--- config.mk ---
export PLATFORM = sky130hd
export DESIGN_NAME = ttc_trigger_processor
export DESIGN_NICKNAME = d
export VERILOG_FILES = /design/src/rtl/ttc_trigger_processor.sv
export SDC_FILE = /design/constraint.sdc
export NUM_CORES = 1
export LEC_CHECK = 0
export ABC_AREA = 1
export CORE_UTILIZATION = 49
export DETAILED_ROUTE_END_ITERATION = 6
export GPL_ROUTABILITY_DRIVEN = 0
export PLACE_DENSITY = 0.81
export SKIP_CTS_REPAIR_TIMING = 1
export SYNTH_ARGS = -nofsm -noshare
export SYNTH_HDL_FRONTEND = slang
export SYNTH_SLANG_ARGS = --single-unit
--- constraint.sdc ---
create_clock -name clk -period 1.8 [get_ports clk]
set_input_delay 0.18 -clock clk [delete_from_list [all_inputs] [get_ports clk]]
set_output_delay 0.18 -clock clk [all_outputs]
set_load 0.02 [all_outputs]
--- src/rtl/ttc_trigger_processor.sv ---
// Trigger-info consumer for the TTC trigger FIFO: unpacks one word, checks
// trigger-number and event-count continuity, and hands it to readout.
//
// state     | meaning
// IDLE      | fifo_ready high, waiting for a trigger word
// REQUEST   | rdo_req high, waiting for rdo_ack
// WAIT_DONE | request accepted, waiting for rdo_done
// ERROR     | ack/done timed out; held until reset
module ttc_trigger_processor #(
  parameter int TIMEOUT = 40000000
) (
  input  logic         clk,
  input  logic         reset,
  input  logic         reset_trig_num,
  input  logic         fifo_valid,
  input  logic [127:0] fifo_data,
  output logic         fifo_ready,
  output logic         rdo_req,
  input  logic         rdo_ack,
  input  logic         rdo_done,
  output logic [23:0]  rdo_trig_num,
  output logic [23:0]  rdo_event_cnt,
  output logic [4:0]   rdo_trig_type,
  output logic [43:0]  rdo_timestamp,
  output logic         rdo_empty_event,
  output logic         rdo_empty_payload,
  output logic [3:0]   rdo_xadc_alarms,
  output logic [3:0]   state,
  output logic [31:0]  processed_count,
  output logic         error_trig_num_skip,
  output logic         error_event_cnt_skip,
  output logic         error_timeout
);

  localparam int TW = (TIMEOUT > 2) ? $clog2(TIMEOUT) : 1;
  localparam logic [TW-1:0] TMR_LAST = TW'(TIMEOUT - 1);

  typedef enum logic [3:0] {
    S_IDLE      = 4'b0001,
    S_REQUEST   = 4'b0010,
    S_WAIT_DONE = 4'b0100,
    S_ERROR     = 4'b1000
  } state_t;

  state_t        st;
  logic [TW-1:0] tmr;
  logic [23:0]   exp_trig_num;
  logic [23:0]   exp_event_cnt;

  logic [43:0] w_timestamp;
  logic [23:0] w_trig_num;
  logic [23:0] w_event_cnt;
  logic [4:0]  w_trig_type;
  logic        w_empty_event;
  logic [3:0]  w_xadc_alarms;
  logic        w_empty_payload;
  logic        unused_bits;

  assign w_timestamp     = fifo_data[43:0];
  assign w_trig_num      = fifo_data[67:44];
  assign w_event_cnt     = fifo_data[91:68];
  assign w_trig_type     = fifo_data[96:92];
  assign w_empty_event   = fifo_data[97];
  assign w_xadc_alarms   = fifo_data[101:98];
  assign w_empty_payload = fifo_data[102];
  assign unused_bits     = ^fifo_data[127:103];

  assign state         = st;
  assign fifo_ready    = (st == S_IDLE);
  assign rdo_req       = (st == S_REQUEST);
  assign error_timeout = (st == S_ERROR);

  always_ff @(posedge clk) begin
    if (reset) begin
      st                   <= S_IDLE;
      tmr                  <= '0;
      exp_trig_num         <= 24'd1;
      exp_event_cnt        <= 24'd1;
      rdo_trig_num         <= '0;
      rdo_event_cnt        <= '0;
      rdo_trig_type        <= '0;
      rdo_timestamp        <= '0;
      rdo_empty_event      <= 1'b0;
      rdo_empty_payload    <= 1'b0;
      rdo_xadc_alarms      <= '0;
      processed_count      <= '0;
      error_trig_num_skip  <= 1'b0;
      error_event_cnt_skip <= 1'b0;
    end else begin
      // A word accepted in the same cycle skips its checks, so this stands.
      if (reset_trig_num) begin
        exp_trig_num  <= 24'd1;
        exp_event_cnt <= 24'd1;
      end
      case (st)
        S_IDLE: begin
          if (fifo_valid) begin
            rdo_trig_num      <= w_trig_num;
            rdo_event_cnt     <= w_event_cnt;
            rdo_trig_type     <= w_trig_type;
            rdo_timestamp     <= w_timestamp;
            rdo_empty_event   <= w_empty_event;
            rdo_empty_payload <= w_empty_payload;
            rdo_xadc_alarms   <= w_xadc_alarms;
            if (!reset_trig_num) begin
              if (w_trig_num != exp_trig_num) error_trig_num_skip <= 1'b1;
              exp_trig_num <= w_trig_num + 24'd1;
              if (w_event_cnt != exp_event_cnt) error_event_cnt_skip <= 1'b1;
              exp_event_cnt <= w_empty_event ? w_event_cnt : w_event_cnt + 24'd1;
            end
            tmr <= '0;
            st  <= S_REQUEST;
          end
        end
        S_REQUEST: begin
          if (rdo_ack) begin
            tmr <= '0;
            st  <= S_WAIT_DONE;
          end else if (tmr == TMR_LAST) begin
            st <= S_ERROR;
          end else begin
            tmr <= tmr + 1'b1;
          end
        end
        S_WAIT_DONE: begin
          if (rdo_done) begin
            processed_count <= processed_count + 32'd1;
            st              <= S_IDLE;
          end else if (tmr == TMR_LAST) begin
            st <= S_ERROR;
          end else begin
            tmr <= tmr + 1'b1;
          end
        end
        S_ERROR: st <= S_ERROR;
        default: st <= S_IDLE;
      endcase
    end
  end

endmodule
Yosys cells after proc, flatten, opt, wreduce, memory -nomap -nowiden --
Index checks and enable logic that the tools add are counted.
Storage, ports and cells: bits in registers 215, logic and storage cells 53, input port bits 134, output and inout port bits 144
Operators by class: bitwise logic cells 1, reduce and logical (&&, ||, !) cells 6, add/sub/neg operators 4, muxes and demuxes 19, eq/ne operators 9
Operators with widths (count):
- 2-to-1 mux 24 bit | 9
- 2-to-1 mux 26 bit | 4
- case mux 26 bit (3 select lines) | 1
- adder 24 x 1 -> 24 bit (second input constant) | 2
- != test 24 bit | 2
- adder 32 x 1 -> 32 bit (second input constant) | 1
- adder 26 x 1 -> 26 bit (second input constant) | 1
- == test 26 bit (second input constant) | 1
- 2-to-1 mux 4 bit | 4
- case mux 4 bit (4 select lines) | 1
- AND reduction 4 bit | 2
- == test 4 x 1 -> 1 bit (second input constant) | 1
- == test 4 x 2 -> 1 bit (second input constant) | 1
- == test 4 x 3 -> 1 bit (second input constant) | 1
- == test 4 bit (second input constant) | 1
- != test 2 bit (second input constant) | 2
- AND reduction 2 bit | 2
- AND reduction 3 bit | 1
- nonzero test 3 bit | 1
- inverter 1 bit | 1

Longest topological paths before layout --
depth in word-level cells 5, gate-level depth with buffers 12, gate-level depth less buffers 12

Least setup slack after synthesis --
Ideal clock, no wire load.
path type register to register, from reg st[3], in the netlist state[3], to reg tmr[2], path slack 157 ps, setup time 113 ps, path buffers 1, required time 1687 ps, cell stages (with the launch flop) 11, clock period less this slack 1643 ps, arrival time 1530 ps, cell sequence dfxtp_1 -> inv_1 -> nand4_4 -> nand2_2 -> inv_2 -> nand2_4 -> o21ai_4 -> inv_4 -> buf_6 -> nand2_1 -> a21oi_2
On the way: cells in the longest elaborated chain, start to end 3, elaborated cells between the ends (all ways) 8
RTL lines:
- from (decl) | RTL line 45 | state_t st;
- from (signal assigned) | RTL line 75 | st <= S_IDLE;
- from (signal assigned) | RTL line 112 | st <= S_REQUEST;
- from (signal assigned) | RTL line 118 | st <= S_WAIT_DONE;
- == test 4 x 3 -> 1 bit, or another cell as far along | RTL line 95 | case (st)
- != test 2 bit (no line) or nonzero test 3 bit (tied branches)
- AND reduction 3 bit (no line)
- to (signal assigned) | RTL line 122 | tmr <= tmr + 1'b1;
- to (signal assigned) | RTL line 132 | tmr <= tmr + 1'b1;
- to (decl) | RTL line 46 | logic [TW-1:0] tmr;
Several ways; a longest one is shown, not always the timed one. A chain may end at the register's enable or synchronous reset.

Worst setup path in the final report --
from reg rdo_trig_num[23], to out rdo_trig_num[23]
RTL lines:
- from (decl) | RTL line 21 | output logic [23:0] rdo_trig_num,
- from (signal assigned) | RTL line 98 | rdo_trig_num <= w_trig_num;
No word-level cell between the ends.

==> run_results.csv <==
group,metric,value,unit
outcome,outcome,"completed",
synthesis,yosysSeqAreaShare,0.408,
place,place.detailed.hpwl,23.9,mm
setup_path,path_max_fanout,2,
clock_tree,cts_buffer_depth,3,
clock_tree,numClockSinks,215,
final_layout,multi_input_area,5450,um2
sta,fin_skew,26.3,ps
sta,setup-violations-final,0,
route,num_vias,11300,
final_layout,final_common_cell,"nand2_1",
route,wl,32.8,mm
die,ios,278,
synthesis,ys_async_sr_fraction,0,
setup_path,start_kind,"flip-flop",
final_layout,layout_common_cells,"nand2_1, nor2_1, clkdlybuf4s50_1",
die,start_util,0.501,
clock_tree,clk_pin_slew,60,ps
sta,rsz0062_at_grt,"true",
route,drt-pass1-iter-count,5,
synthesis,yosysWarnings,0,
setup_path,crit_chain,"clkdlybuf4s50_1",
final_layout,syn2layout_area_growth,43.0,%
setup_path,critical_path_required,1620,ps
job,cap_violations,0,
setup_path,crit_path_end_kind,"output pin",
synthesis,synth_ff_type,"dfxtp_1",
die,fp.dieH,149,um
final_layout,fillers,1664,
sta,worst_pin_slew,427,ps
synthesis,avgSynthCellArea,6.86,um2
sta,min_period,1790,ps
power,power_density,984,nW/um2
clock_tree,cts_made_buffers,26,
final_layout,drive_above_1_share,0.117,
sta,fmax,557,MHz
route,vias_per_cell,5.24,
die,fp.dieW,149,um
sta,final.setup.tns,0,ps
synthesis,syn_nets,1673,
setup_path,cpMaxStageDelayCell,"clkdlybuf4s50_1",
hold_path,worstHoldPathType,"in2reg",
die,rows,53,
global_route,antenna_found_initial,1,
setup_path,cp_slowest_stage_delay,650,ps
sta,hold_slack,152,ps
global_route,track_usage,0.293,
clock_tree,cts_tree,"done",
clock_tree,htreeDepth,1,
power,power_leakage,0.00629,uW
place,place.port_buffers,252,
route,antenna_left,0,
sta,slew_headroom,0.716,
sta,period_share,0.997,
sta,slew_violations,0,
final_layout,num_antenna_cells,0,
clock_tree,root_buffer,"clkbuf_16",
setup_path,timing.critical_path.from,"rdo_trig_num[23]$_SDFFE_PP0P_",
route,remaining_drc_errors,0,
synthesis,yosysUniqueCellTypes,53,
synthesis,ys_ff_latch,215,
route,drtIter0Drc,586,
setup_path,r2r_start,"processed_count[0]$_SDFFE_PP0P_",
sta,hold_viol,0,
setup_path,path_delay_family,"buffers and inverters",
synthesis,synth_edf_count,0,
global_route,grt_pass1_vias,11200,
hold_path,hp-start,"reset",
die,core-area,21000,um2
route,wire_per_inst,15.1,um
power,vdd_drop_max,0.887,mV
global_route,grt_max_degree,76,
die,dieArea,22100,um2
final_layout,seq_area,4310,um2
synthesis,synth_area,10500,um2
clock_tree,worstSkewPairLatency,550,ps
setup_path,cp.buffers_inverters,1,
setup_path,critPathKind,"reg2out",
final_layout,fin_nets,2008,
power,finalPower,14800,uW
global_route,grt_pass1_wl,52.4,mm
synthesis,postSynthCellCount,1535,
setup_path,cp.arrival,1610,ps
global_route,overflow,0,
-- synth_stat cells, types with 4 or more instances --
cell / instances / area share
o21ai_1: 5 / 0.0024
a31oi_1: 5 / 0.0030
nor2_1: 280 / 0.10
nand3b_1: 4 / 0.0028
xor2_1: 20 / 0.017
o211ai_1: 5 / 0.0036
or2_2: 6 / 0.0036
inv_1: 145 / 0.052
nor3b_1: 4 / 0.0028
nand4_1: 22 / 0.013
ha_1: 4 / 0.0047
nor3_1: 42 / 0.020
a211oi_1: 7 / 0.0050
nor2_2: 11 / 0.0065
nor2_4: 7 / 0.0075
nand3_1: 87 / 0.041
buf_6: 4 / 0.0043
inv_2: 6 / 0.0021
nand2_1: 296 / 0.11
xnor2_1: 32 / 0.027
buf_2: 19 / 0.0090
a21oi_1: 94 / 0.045
clkbuf_1: 25 / 0.0089
o21a_1: 4 / 0.0028
o21ai_0: 143 / 0.068
dfxtp_1: 215 / 0.41
-- cell families after synthesis --
logic type	after synthesis	share of synthesized area
AO/OA/AOI/OAI	280	0.144
XOR/XNOR	52	0.0432
adder cells (fa/ha/maj)	4	0.00475
buffers and inverters	207	0.0804
flip-flops	215	0.408
AND/OR/NAND/NOR	777	0.319
-- layer usage --
metal,track usage,part of all wire,vias to the layer above
met3,0.0755,0.080,111
met5,0,0.00037,-
met4,0.145,0.047,2
met2,0.506,0.48,418
met1,0.333,0.40,5158
li1,-,-,5650
-- power breakdown --
| group | switching [uW] | total (uW) | internal, uW |
|---|---|---|---|
| Combinational | 1980 | 3490 | 1510 |
| Clock | 2110 | 5830 | 3720 |
| Sequential | 273 | 5500 | 5230 |
| Total | 4360 | 14800 | 10500 |
-- cell type report --
class | count | area share
Clock inverter | 11 | 0.0145
Clock buffer | 37 | 0.0492
Tap cell | 275 | 0.0228
Multi-Input combinational cell | 1113 | 0.362
Timing Repair Buffer | 359 | 0.226
Inverter | 155 | 0.0391
Sequential cell | 215 | 0.286
-- state kept, by name, summed over array words and instances (netlist names) --
register / cells
rdo_timestamp: 44
exp_trig_num: 24
tmr: 26
exp_event_cnt: 24
state: 4
rdo_empty_payload: 1
rdo_event_cnt: 24
processed_count: 32
rdo_trig_num: 24
rdo_trig_type: 5
error_trig_num_skip: 1
rdo_xadc_alarms: 4
error_event_cnt_skip: 1
rdo_empty_event: 1
-- metrics by stage --
stage	instances	cell area [um2]	worst slack, ps	util
6_report	2165	15100	5.69	0.717
5_1_grt	2165	15100	-33.2	0.717
3_3_place_gp	2116	14000	-125	0.665
3_5_place_dp	2116	14000	-191	0.665
4_1_cts	2164	14900	-432	0.711
2_1_floorplan	1535	10500	157	-
-- worst paths after layout --
path,endpoint,slack (ps),cells after the start
hold reg to reg,error_trig_num_skip$_SDFFE_PP0P_,460,2
setup / recovery,rdo_trig_num[23],6,1
hold / removal,rdo_trig_num[0]$_SDFFE_PP0P_,150,3
setup reg to reg,processed_count[20]$_SDFFE_PP0P_,120,7
Power figures use the tool's default switching activity.
